<file path="config.mk">
export PLATFORM = sky130hd
export DESIGN_NAME = dac_axis_tx
export DESIGN_NICKNAME = d
export VERILOG_FILES = /design/src/rtl/pdh_pkg.sv /design/src/rtl/pdh_sync_fifo.sv /design/src/rtl/dac_axis_tx.sv
export SDC_FILE = /design/constraint.sdc
export NUM_CORES = 1
export LEC_CHECK = 0
export BUFFER_PORTS_ARGS = -buffer_cell sky130_fd_sc_hd__clkbuf_2
export CORE_MARGIN = 1.5
export CORE_UTILIZATION = 58
export DETAILED_ROUTE_END_ITERATION = 12
export PLACE_DENSITY = 0.78
export SLEW_MARGIN = 15
export SYNTH_ARGS = -nofsm -noshare
export SYNTH_HDL_FRONTEND = slang
export SYNTH_HIERARCHICAL = 1
export SYNTH_SLANG_ARGS = --single-unit
</file>
<file path="constraint.sdc">
create_clock -name clk -period 3 [get_ports clk]
set_clock_uncertainty 0.15 [all_clocks]
set_input_delay 0.6 -clock clk [delete_from_list [all_inputs] [get_ports clk]]
set_output_delay 0.6 -clock clk [all_outputs]
set_load 0.03 [all_outputs]
</file>
<file path="src/rtl/pdh_pkg.sv">
// Shared types and constants for the pdh converter stream blocks.
package pdh_pkg;

  typedef enum logic [1:0] {
    ST_IDLE  = 2'd0,
    ST_PRIME = 2'd1,
    ST_RUN   = 2'd2,
    ST_FLUSH = 2'd3
  } dac_tx_state_t;

  localparam int                    LANE_WIDTH  = 16;
  localparam logic [LANE_WIDTH-1:0] MIDSCALE_OB = 16'h2000;
  localparam logic [LANE_WIDTH-1:0] MIDSCALE_TC = 16'h0000;

endpackage

</file>
<file path="src/rtl/pdh_sync_fifo.sv">
// Single-clock FIFO with synchronous clear; read data is the head entry (show-ahead).
module pdh_sync_fifo #(
  parameter int WIDTH = 32,
  parameter int DEPTH = 4
) (
  input  logic             clk,
  input  logic             rst,
  input  logic             clear,
  input  logic             push,
  input  logic             pop,
  input  logic [WIDTH-1:0] din,
  output logic [WIDTH-1:0] dout,
  output logic             full,
  output logic             empty
);
  localparam int AW = $clog2(DEPTH);

  logic [WIDTH-1:0] mem [DEPTH];
  logic [AW-1:0]    wr_ptr, rd_ptr;
  logic [AW:0]      count;
  logic             push_ok, pop_ok;

  assign full    = (count == (AW+1)'(DEPTH));
  assign empty   = (count == '0);
  assign push_ok = push && !full;
  assign pop_ok  = pop && !empty;
  assign dout    = mem[rd_ptr];

  always_ff @(posedge clk or posedge rst) begin
    if (rst) begin
      wr_ptr <= '0;
      rd_ptr <= '0;
      count  <= '0;
    end else if (clear) begin
      wr_ptr <= '0;
      rd_ptr <= '0;
      count  <= '0;
    end else begin
      if (push_ok) wr_ptr <= wr_ptr + 1'b1;
      if (pop_ok)  rd_ptr <= rd_ptr + 1'b1;
      case ({push_ok, pop_ok})
        2'b10:   count <= count + 1'b1;
        2'b01:   count <= count - 1'b1;
        default: count <= count;
      endcase
    end
  end

  // Storage carries no reset; only entries below count are ever observed.
  always_ff @(posedge clk) begin
    if (push_ok && !clear) mem[wr_ptr] <= din;
  end

endmodule

</file>
<file path="src/rtl/dac_axis_tx.sv">
// DAC sample pairs -> buffered AXI-Stream master; repeats the last word on starvation.
// Optional stat counters built when DAC_TX_STATS_EN is defined.
module dac_axis_tx
  import pdh_pkg::*;
#(
  parameter int DAC_DATA_WIDTH   = 14,
  parameter int AXIS_TDATA_WIDTH = 32,
  parameter int FIFO_DEPTH       = 4,
  parameter bit OFFSET_BINARY    = 1'b1
) (
  input  logic                        clk,
  input  logic                        rst_i,
  input  logic                        en_i,
  input  logic [DAC_DATA_WIDTH-1:0]   dac_1_data_i,
  input  logic [DAC_DATA_WIDTH-1:0]   dac_2_data_i,
  input  logic                        dac_valid_i,
  output logic                        dac_ready_o,
  output logic [AXIS_TDATA_WIDTH-1:0] M_AXIS_tdata_o,
  output logic                        M_AXIS_tvalid_o,
  input  logic                        M_AXIS_tready_i,
  output logic                        underrun_o,
  input  logic                        clr_stats_i,
  output logic [15:0]                 underrun_cnt_o,
  output logic [15:0]                 overflow_cnt_o
);
  localparam int NUM_LANES = 2;
  localparam int LW        = AXIS_TDATA_WIDTH / NUM_LANES;
  localparam logic [LW-1:0] MIDSCALE = OFFSET_BINARY ? LW'(MIDSCALE_OB) : LW'(MIDSCALE_TC);
  localparam logic [AXIS_TDATA_WIDTH-1:0] HOLD_WORD = {MIDSCALE, MIDSCALE};
  localparam logic [DAC_DATA_WIDTH-1:0]   MSB_MASK  = {1'b1, {(DAC_DATA_WIDTH-1){1'b0}}};

  dac_tx_state_t                          state;
  logic [NUM_LANES-1:0][DAC_DATA_WIDTH-1:0] samples;
  logic [NUM_LANES-1:0][LW-1:0]           lanes;
  logic [AXIS_TDATA_WIDTH-1:0]            fifo_dout, tdata_q;
  logic tvalid_q, underrun_q;
  logic full, empty, active, beat, push, pop, clear, ev_underrun, ev_overflow;

  assign samples = {dac_2_data_i, dac_1_data_i};

  for (genvar i = 0; i < NUM_LANES; i++) begin : g_lane
    if (OFFSET_BINARY) begin : g_ob
      assign lanes[i] = {{(LW-DAC_DATA_WIDTH){1'b0}}, samples[i] ^ MSB_MASK};
    end else begin : g_tc
      assign lanes[i] = {{(LW-DAC_DATA_WIDTH){samples[i][DAC_DATA_WIDTH-1]}}, samples[i]};
    end
  end

  assign active      = (state == ST_PRIME) || (state == ST_RUN);
  assign dac_ready_o = active && !full;
  assign beat        = tvalid_q && M_AXIS_tready_i;
  assign push        = dac_valid_i && dac_ready_o;
  assign pop         = (state == ST_PRIME && en_i && !empty) || (state == ST_RUN && beat && !empty);
  assign clear       = (state == ST_FLUSH) && (!tvalid_q || M_AXIS_tready_i);
  assign ev_underrun = (state == ST_RUN) && beat && empty;
  assign ev_overflow = active && dac_valid_i && !dac_ready_o;

  pdh_sync_fifo #(.WIDTH(AXIS_TDATA_WIDTH), .DEPTH(FIFO_DEPTH)) u_fifo (
    .clk(clk), .rst(rst_i), .clear(clear), .push(push), .pop(pop),
    .din(lanes), .dout(fifo_dout), .full(full), .empty(empty)
  );

  always_ff @(posedge clk or posedge rst_i) begin
    if (rst_i) begin
      state      <= ST_IDLE;
      tvalid_q   <= 1'b0;
      tdata_q    <= HOLD_WORD;
      underrun_q <= 1'b0;
    end else begin
      underrun_q <= 1'b0;
      case (state)
        ST_IDLE: if (en_i) state <= ST_PRIME;
        ST_PRIME: begin
          if (!en_i) state <= ST_FLUSH;
          else if (!empty) begin
            tdata_q  <= fifo_dout;
            tvalid_q <= 1'b1;
            state    <= ST_RUN;
          end
        end
        ST_RUN: begin
          if (beat) begin
            if (!empty) tdata_q <= fifo_dout;
            else        underrun_q <= 1'b1;
          end
          if (!en_i) state <= ST_FLUSH;
        end
        ST_FLUSH: begin
          // Word in flight must complete its handshake before the stream is parked.
          if (!tvalid_q || M_AXIS_tready_i) begin
            tvalid_q <= 1'b0;
            tdata_q  <= HOLD_WORD;
            state    <= ST_IDLE;
          end
        end
        default: state <= ST_IDLE;
      endcase
    end
  end

  assign M_AXIS_tdata_o  = tdata_q;
  assign M_AXIS_tvalid_o = tvalid_q;
  assign underrun_o      = underrun_q;

`ifdef DAC_TX_STATS_EN
  logic [15:0] ucnt, ocnt;
  always_ff @(posedge clk or posedge rst_i) begin
    if (rst_i) begin
      ucnt <= '0;
      ocnt <= '0;
    end else if (clr_stats_i) begin
      ucnt <= '0;
      ocnt <= '0;
    end else begin
      if (ev_underrun && ucnt != 16'hFFFF) ucnt <= ucnt + 16'd1;
      if (ev_overflow && ocnt != 16'hFFFF) ocnt <= ocnt + 16'd1;
    end
  end
  assign underrun_cnt_o = ucnt;
  assign overflow_cnt_o = ocnt;
`else
  logic unused_stats;
  assign unused_stats   = clr_stats_i ^ ev_underrun ^ ev_overflow;
  assign underrun_cnt_o = '0;
  assign overflow_cnt_o = '0;
`endif

endmodule
</file>
Yosys cells after proc, flatten, opt, wreduce, memory -nomap -nowiden
Memory sizes are Yosys's and may differ from the RTL's.
Cells that the tools add are included.
{"block": "totals", "ff_bits": 43, "latch_bits": 0, "ramBits": 112, "mem_bits_ro": 0, "in_bits": 34, "out_inout_bits": 67, "word_cells": 81, "mem_count": 1}
{"block": "classes", "addsub": 4, "n_mul": 0, "div_mod_pow": 0, "magnitude_cmp": 0, "n_eq_ne": 13, "shift": 0, "muxes": 26, "bitwise_logic": 2, "n_reduce_logical": 28}
{"memory": "u_fifo.mem", "words": 4, "width": 28, "read_ports": 1, "rd_ports_with_merged_regs": 0, "wr": 1, "line_no": "pdh_sync_fifo.sv:18", "text": "logic [WIDTH-1:0] mem [DEPTH];"}
{"operator": "$mux 32", "n": 4}
{"operator": "$pmux 32 s3", "n": 1}
{"operator": "$mux 2", "n": 9}
{"operator": "$reduce_and 4->1", "n": 3}
{"operator": "$logic_and 1x1->1", "n": 11}
{"operator": "$ne 2x2->1 const B", "n": 5}
{"operator": "$mux 1", "n": 8}
{"operator": "$pmux 2 s4", "n": 1}
{"operator": "$eq 2x2->1 const B", "n": 3}
{"operator": "$pmux 3 s2", "n": 1}
{"operator": "$reduce_bool 2->1", "n": 3}
{"operator": "$reduce_bool 3->1", "n": 2}
{"operator": "$add 2x1->2 const B", "n": 2}
{"operator": "$eq 2x1->1 const B", "n": 2}
{"operator": "$logic_not 1->1", "n": 4}
{"operator": "$add 3x1->3 const B", "n": 1}
{"operator": "$eq 3x3->1 const B", "n": 1}
{"operator": "$logic_not 3->1", "n": 1}
{"operator": "$logic_or 1x1->1", "n": 3}
{"operator": "$mux 3", "n": 1}
{"operator": "$ne 3x3->1 const B", "n": 1}
{"operator": "$sub 3x1->3 const B", "n": 1}
{"operator": "$logic_not 2->1", "n": 1}
{"operator": "$ne 2x1->1 const B", "n": 1}
{"operator": "other kinds (2)", "n": 3}

Logic depth before layout (Yosys ltp)
{"block": "depth", "ltp_word": 8, "mapped_depth": 11, "mapped_depth_nobuf": 10}

Cells and area by module
The synthesis kept the hierarchy.
{"mod": "pdh_sync_fifo", "instances": 1, "cells_per_inst": 233, "area_each_um2": 5241.3, "seq_area_each_um2": 4018.9}
{"mod": "dac_axis_tx", "instances": 1, "cells_per_inst": 213, "area_each_um2": 2092.0, "seq_area_each_um2": 903.4}

Worst setup path after synthesis
No wires, ideal clock.
{"block": "synth_timing", "kind": "register to register", "start": "register state[0]", "end": "memory u_fifo/mem[0][0] (netlist name), enable pin", "arrival_ns": 2.691, "slack_ns": -0.233, "stages_incl_launch_ff": 8, "n_path_buf": 0, "synth_period_minus_slack_ns": 3.233, "path_cell_list": "dfrtp_1 -> inv_1 -> ha_1 -> nor2b_1 -> and2_1 -> inv_1 -> nor3_1 -> and2_1"}
{"block": "synth_via", "elab_chain_cells": 8, "word_cells_on_any_way": 12, "cone_classes": "3 x eq/ne; 2 x mux; 7 x reduce/logical"}
{"item": "start: declaration", "line_no": "dac_axis_tx.sv:32", "text": "dac_tx_state_t state;"}
{"item": "start signal: assignment", "line_no": "dac_axis_tx.sv:65", "text": "state <= ST_IDLE;"}
{"item": "start signal: assignment", "line_no": "dac_axis_tx.sv:72", "text": "ST_IDLE: if (en_i) state <= ST_PRIME;"}
{"item": "start signal: assignment", "line_no": "dac_axis_tx.sv:74", "text": "if (!en_i) state <= ST_FLUSH;"}
{"item": "$eq 2x1->1 or $eq 2x2->1 (tied branches)", "line_no": "dac_axis_tx.sv:49", "text": "assign active = (state == ST_PRIME) || (state == ST_RUN);"}
{"item": "$logic_or 1x1->1 (*)", "line_no": "dac_axis_tx.sv:49"}
{"item": "$logic_and 1x1->1 (*)", "line_no": "dac_axis_tx.sv:50", "text": "assign dac_ready_o = active && !full;"}
{"item": "named net dac_ready_o", "line_no": "dac_axis_tx.sv:17", "text": "output logic dac_ready_o,"}
{"item": "$logic_and 1x1->1 (*)", "line_no": "dac_axis_tx.sv:52", "text": "assign push = dac_valid_i && dac_ready_o;"}
{"item": "named net push", "line_no": "dac_axis_tx.sv:37", "text": "logic full, empty, active, beat, push, pop, clear, ev_underrun, ev_overflow;"}
{"item": "$logic_and 1x1->1 (*)", "line_no": "pdh_sync_fifo.sv:25", "text": "assign push_ok = push && !full;"}
{"item": "$logic_and 1x1->1 (*)", "line_no": "pdh_sync_fifo.sv:51", "text": "if (push_ok && !clear) mem[wr_ptr] <= din;"}
{"item": "$mux 1 (*)", "line_no": "pdh_sync_fifo.sv:51"}
{"item": "$mux 1 (implied by the code) (*)", "line_no": "pdh_sync_fifo.sv:51"}
{"item": "end: declaration", "line_no": "pdh_sync_fifo.sv:18"}
Mark *: on every way through the listed nets, which the timed path passes. The rest lies on a longest branch.

Worst setup path after layout
{"block": "layout_timing", "start": "register u_fifo.count[1]", "end": "register u_fifo.count[1]"}
{"block": "layout_via", "elab_chain_cells": 8, "word_cells_on_any_way": 18, "cone_classes": "2 x add/sub; 3 x eq/ne; 2 x mux; 11 x reduce/logical"}
{"item": "start: declaration", "line_no": "pdh_sync_fifo.sv:20", "text": "logic [AW:0] count;"}
{"item": "start signal: assignment", "line_no": "pdh_sync_fifo.sv:42", "text": "2'b10: count <= count + 1'b1;"}
{"item": "start signal: assignment", "line_no": "pdh_sync_fifo.sv:43", "text": "2'b01: count <= count - 1'b1;"}
{"item": "start signal: assignment", "line_no": "pdh_sync_fifo.sv:44", "text": "default: count <= count;"}
{"item": "$logic_not 3->1 (*)", "line_no": "pdh_sync_fifo.sv:24", "text": "assign empty = (count == '0);"}
{"item": "named net empty", "line_no": "dac_axis_tx.sv:37"}
{"item": "$logic_not 1->1 (*)", "line_no": "dac_axis_tx.sv:53", "text": "assign pop = (state == ST_PRIME && en_i && !empty) || (state == ST_RUN && beat && !empty);"}
{"item": "$logic_and 1x1->1", "line_no": "dac_axis_tx.sv:53"}
{"item": "$logic_or 1x1->1 (*)", "line_no": "dac_axis_tx.sv:53"}
{"item": "named net pop", "line_no": "dac_axis_tx.sv:37"}
{"item": "$logic_and 1x1->1 (*)", "line_no": "pdh_sync_fifo.sv:26", "text": "assign pop_ok = pop && !empty;"}
{"item": "$eq 2x1->1 or $eq 2x2->1 (tied branches)", "line_no": "pdh_sync_fifo.sv:41", "text": "case ({push_ok, pop_ok})"}
{"item": "$pmux 3 s2", "line_no": "pdh_sync_fifo.sv:41"}
{"item": "$mux 3", "line_no": "pdh_sync_fifo.sv:34", "text": "end else if (clear) begin"}
Marks and branches as above.
A chain may end at the register's enable or synchronous reset.

==> flow_summary.json <==
{
  "worst_r2r_startpoint": "u_fifo/count[1]",
  "swShare_pct": 36.1,
  "placed_inst_area_mm2": 0.00779,
  "dp_cells": 688,
  "sequentialPowerShare_pct": 38.8,
  "crit_path_max_fanout": 12,
  "drt-pass1-iter-count": 4,
  "holdCritStartpoint": "dac_1_data_i[1]",
  "worstSetupEndpointType": "flop",
  "clk_latency_ns": 0.43,
  "slew_headroom_pct": 40.1,
  "port_buffers": 67,
  "worstHoldPathCells": 1,
  "clockPowerShare_pct": 24.1,
  "cp_num_buf_inv": 0,
  "placement_rows": 40,
  "finalSetupViolations": 0,
  "ys_seq_elements": 171,
  "ir_worst_vdd_mv": 0.692,
  "clock_tree_from_tritoncts": "built",
  "postRouteAntennaNets": 0,
  "start_util_pct": 60.3,
  "arrival_ns": 2.98,
  "overflow": 0,
  "postSynth.asyncResetShare_pct": 25.1,
  "cts-buffers-inserted": 17,
  "ctsLongestPathBuffers": 2,
  "timing.reg2reg.worst_path_depth": 8,
  "grt_antenna_before_repair": 0,
  "postSynth.topFlopCell": "sky130_fd_sc_hd__edfxtp_1",
  "proportion_of_layout_cells_with_a_drive_suffix_above_1_pct": 33.6,
  "first_pass_grt_wire_length_mm": 21.3,
  "total_switching_power_mw": 3.18,
  "report.final.slew_viol_count": 0,
  "grt.total_usage_pct": 22.2,
  "cts_root_buf": "sky130_fd_sc_hd__clkbuf_16",
  "netlist.top_cell.by_area": "sky130_fd_sc_hd__edfxtp_1",
  "core_region_area_mm2": 0.0122,
  "worstMarginPinSlew_ns": 0.899,
  "vias_per_cell": 5.37,
  "max_stage_delay_ns": 0.61,
  "layout_common_cells": "128 x sky130_fd_sc_hd__edfxtp_1, 67 x sky130_fd_sc_hd__clkbuf_2, 48 x sky130_fd_sc_hd__conb_1",
  "layout.core_utilization_pct": 69.0,
  "diodes": 0,
  "routed-via-count": 3872,
  "layout-area-overhead-vs-synth_pct": 14.4,
  "crit_start": "u_fifo/count[1]",
  "cp_slowest_cell": "sky130_fd_sc_hd__fa_1",
  "finish.cell_count_without_fillers": 721,
  "criticalPathCategory": "flop to flop",
  "io-pin-count": 101,
  "postSynthAreaPerCell_um2": 16.4,
  "die_area_mm2": 0.0133,
  "ff2ff_setup_slack_ns": 0.21,
  "seq_area_mm2": 0.00492,
  "layout_worst_path_cycle_share_pct": 93.1,
  "finalSetupTns_ns": 0,
  "synth_warnings": 6,
  "floorplan.die.width_um": 115,
  "power_leakage_nw": 3.25,
  "p_per_area_mw_per_mm2": 1050,
  "clk_pin_slew_worst_paths_ns": 0.06,
  "place_congestion": 0.886,
  "hold_viol": 0,
  "timing.critical_path.from_type": "flop",
  "synthesis.instances": 446,
  "post_synthesis_cell_type_count": 47,
  "period_minus_slack_ns": 2.79,
  "dp_hpwl_mm": 8.04,
  "post-synth-top-area-fraction_pct": 52.4,
  "grt_pass1_vias": 4106,
  "crit_chain": "or2_2, nor2_1, nor2_2, o31ai_1, a21oi_1, fa_1, o2111ai_1, a211oi_1",
  "drv.max_cap_violation_count": 0,
  "min_path_type": "input pin to flop",
  "mappedNetlistArea_mm2": 0.00733,
  "ys_top_cells_by_area": "sky130_fd_sc_hd__edfxtp_1 52%, sky130_fd_sc_hd__dfrtp_1 14%, sky130_fd_sc_hd__mux4_2 9.2%",
  "timing.hold.worst_endpoint": "u_fifo/mem[2][1]",
  "post-route-cell-area_mm2": 0.00839,
  "p_int_mw": 5.61,
  "grt_max_degree": 41,
  "cts.sinks": 171,
  "seq_area_frac_synth_pct": 67.1,
  "mostFrequentLayoutCell": "sky130_fd_sc_hd__edfxtp_1",
  "rsz0062_at_grt": "false",
  "pwr-share-comb_pct": 37.0,
  "fillCellCount": 821,
  "r2r_end": "u_fifo/count[1]",
  "detail_route.drc_violations": 0,
  "synth-edff-count": 128,
  "required_ns": 3.19,
  "final_net_count": 587,
  "initialDrtViolationCount": 229,
  "multi_input_comb_area_mm2": 0.00212,
  "die_h_um": 115,
  "timing.critical_path.max_delay_family": "simple AND/OR/NAND/NOR gates",
  "htree_num_levels": 4,
  "run_status": "finished clean",
  "post_drt_wl_per_cell_um": 18.4,
  "max_freq_mhz": 358,
  "route.final.wire_length_mm": 13.2
}
==> logic make-up (layout without fill, tap and decap cells) <==
family                   after synthesis  count (layout)  synth area share, %
AO/OA/AOI/OAI                         61              61                 6.45
XOR/XNOR                               3               3                0.358
adder cells (fa/ha/maj)               13              13                 2.32
buffers and inverters                 66             126                 6.62
flip-flops                           171             171                 67.1
multiplexers                          32              32                 9.93
other                                  1              48               0.0511
AND/OR/NAND/NOR                       99              99                 7.15
==> worst max-delay path by stage <==
stage | endpoint | slack [ns] | depth (start not counted)
CTS | u_fifo/count[1] | 0.07 | 9
detailed placement | u_fifo/count[1] | 0.12 | 9
finish | u_fifo/count[1] | 0.21 | 8
global placement | u_fifo/count[1] | 0.29 | 9
floorplan | u_fifo/count[1] | 0.06 | 9
global route | u_fifo/count[1] | 0.06 | 9
==> power by group through the flow <==
stage | sequential, mW | clock (mW) | combinational (mW)
after floorplan | 3.70 | 0 | 2.39
after global placement | 3.41 | 0 | 3.15
after detailed placement | 3.45 | 0 | 3.26
after CTS | 3.42 | 2.16 | 3.29
after global routing | 3.47 | 2.24 | 3.57
final | 3.41 | 2.12 | 3.26
==> synth_stat cells, types with 2 or more instances <==
| library cell | count |
|---|---|
| sky130_fd_sc_hd__nor2_1 | 8 |
| sky130_fd_sc_hd__dfrtp_1 | 41 |
| sky130_fd_sc_hd__a21o_1 | 2 |
| sky130_fd_sc_hd__nor3_1 | 2 |
| sky130_fd_sc_hd__xor2_1 | 2 |
| sky130_fd_sc_hd__dfstp_2 | 2 |
| sky130_fd_sc_hd__o21ai_1 | 5 |
| sky130_fd_sc_hd__buf_12 | 3 |
| sky130_fd_sc_hd__and2_1 | 6 |
| sky130_fd_sc_hd__nand3b_1 | 2 |
| sky130_fd_sc_hd__nor2b_1 | 6 |
| sky130_fd_sc_hd__mux4_2 | 30 |
| sky130_fd_sc_hd__buf_4 | 32 |
| sky130_fd_sc_hd__clkbuf_1 | 5 |
| sky130_fd_sc_hd__mux4_1 | 2 |
| sky130_fd_sc_hd__nor3b_2 | 2 |
| sky130_fd_sc_hd__a21oi_1 | 5 |
| sky130_fd_sc_hd__or2_2 | 2 |
| sky130_fd_sc_hd__buf_6 | 8 |
| sky130_fd_sc_hd__o21ai_2 | 28 |
| sky130_fd_sc_hd__o21ai_0 | 6 |
| sky130_fd_sc_hd__buf_2 | 7 |
| sky130_fd_sc_hd__nand2b_1 | 32 |
| sky130_fd_sc_hd__nand2_1 | 35 |
| sky130_fd_sc_hd__nand3_1 | 2 |
| sky130_fd_sc_hd__a221oi_1 | 2 |
| sky130_fd_sc_hd__edfxtp_1 | 128 |
| sky130_fd_sc_hd__ha_1 | 12 |
| sky130_fd_sc_hd__inv_1 | 11 |
==> stage by stage <==
stage	worst slack, ns	power, mW	hold slack, ns
floorplan	0.0590	6.10	0.253
global placement	0.286	6.56	0.310
detailed placement	0.117	6.72	0.314
CTS	0.0722	8.87	0.229
global route	0.0574	9.28	0.237
finish	0.208	8.79	0.238
==> per-layer routing <==
| metal | up-vias | global-route usage (%) | part of all wire (%) |
|---|---|---|---|
| li1 | 1766 | - | - |
| met1 | 1944 | 27.6 | 40 |
| met2 | 139 | 38.0 | 52 |
| met3 | 23 | 5.49 | 5.8 |
| met4 | 0 | 8.48 | 1.9 |
| met5 | - | 0 | 0 |
==> flip-flops by register name, summed over array words and instances (netlist names) <==
name             flops
M_AXIS_tvalid_o      1
u_fifo/count         3
underrun_o           1
state                2
u_fifo/mem         128
u_fifo/rd_ptr        2
u_fifo/wr_ptr        2
M_AXIS_tdata_o      32
==> cell type report <==
class	instances	share of cell area, %
well taps	168	2.51
inverters	11	0.492
clock inverters	12	1.42
repair buffers	83	6.21
flip-flops and latches	171	58.7
multi-input cells	256	25.2
clock buffers	20	5.44
==> timing repair <==
action	4_1_cts	5_1_grt
endpoints found under the setup margin	0	116
endpoints found under the hold margin	7	0
buffers inserted	0	0
hold buffers	1	0
gates resized for setup	0	2
No activity file was read; power rests on OpenSTA's default activity.
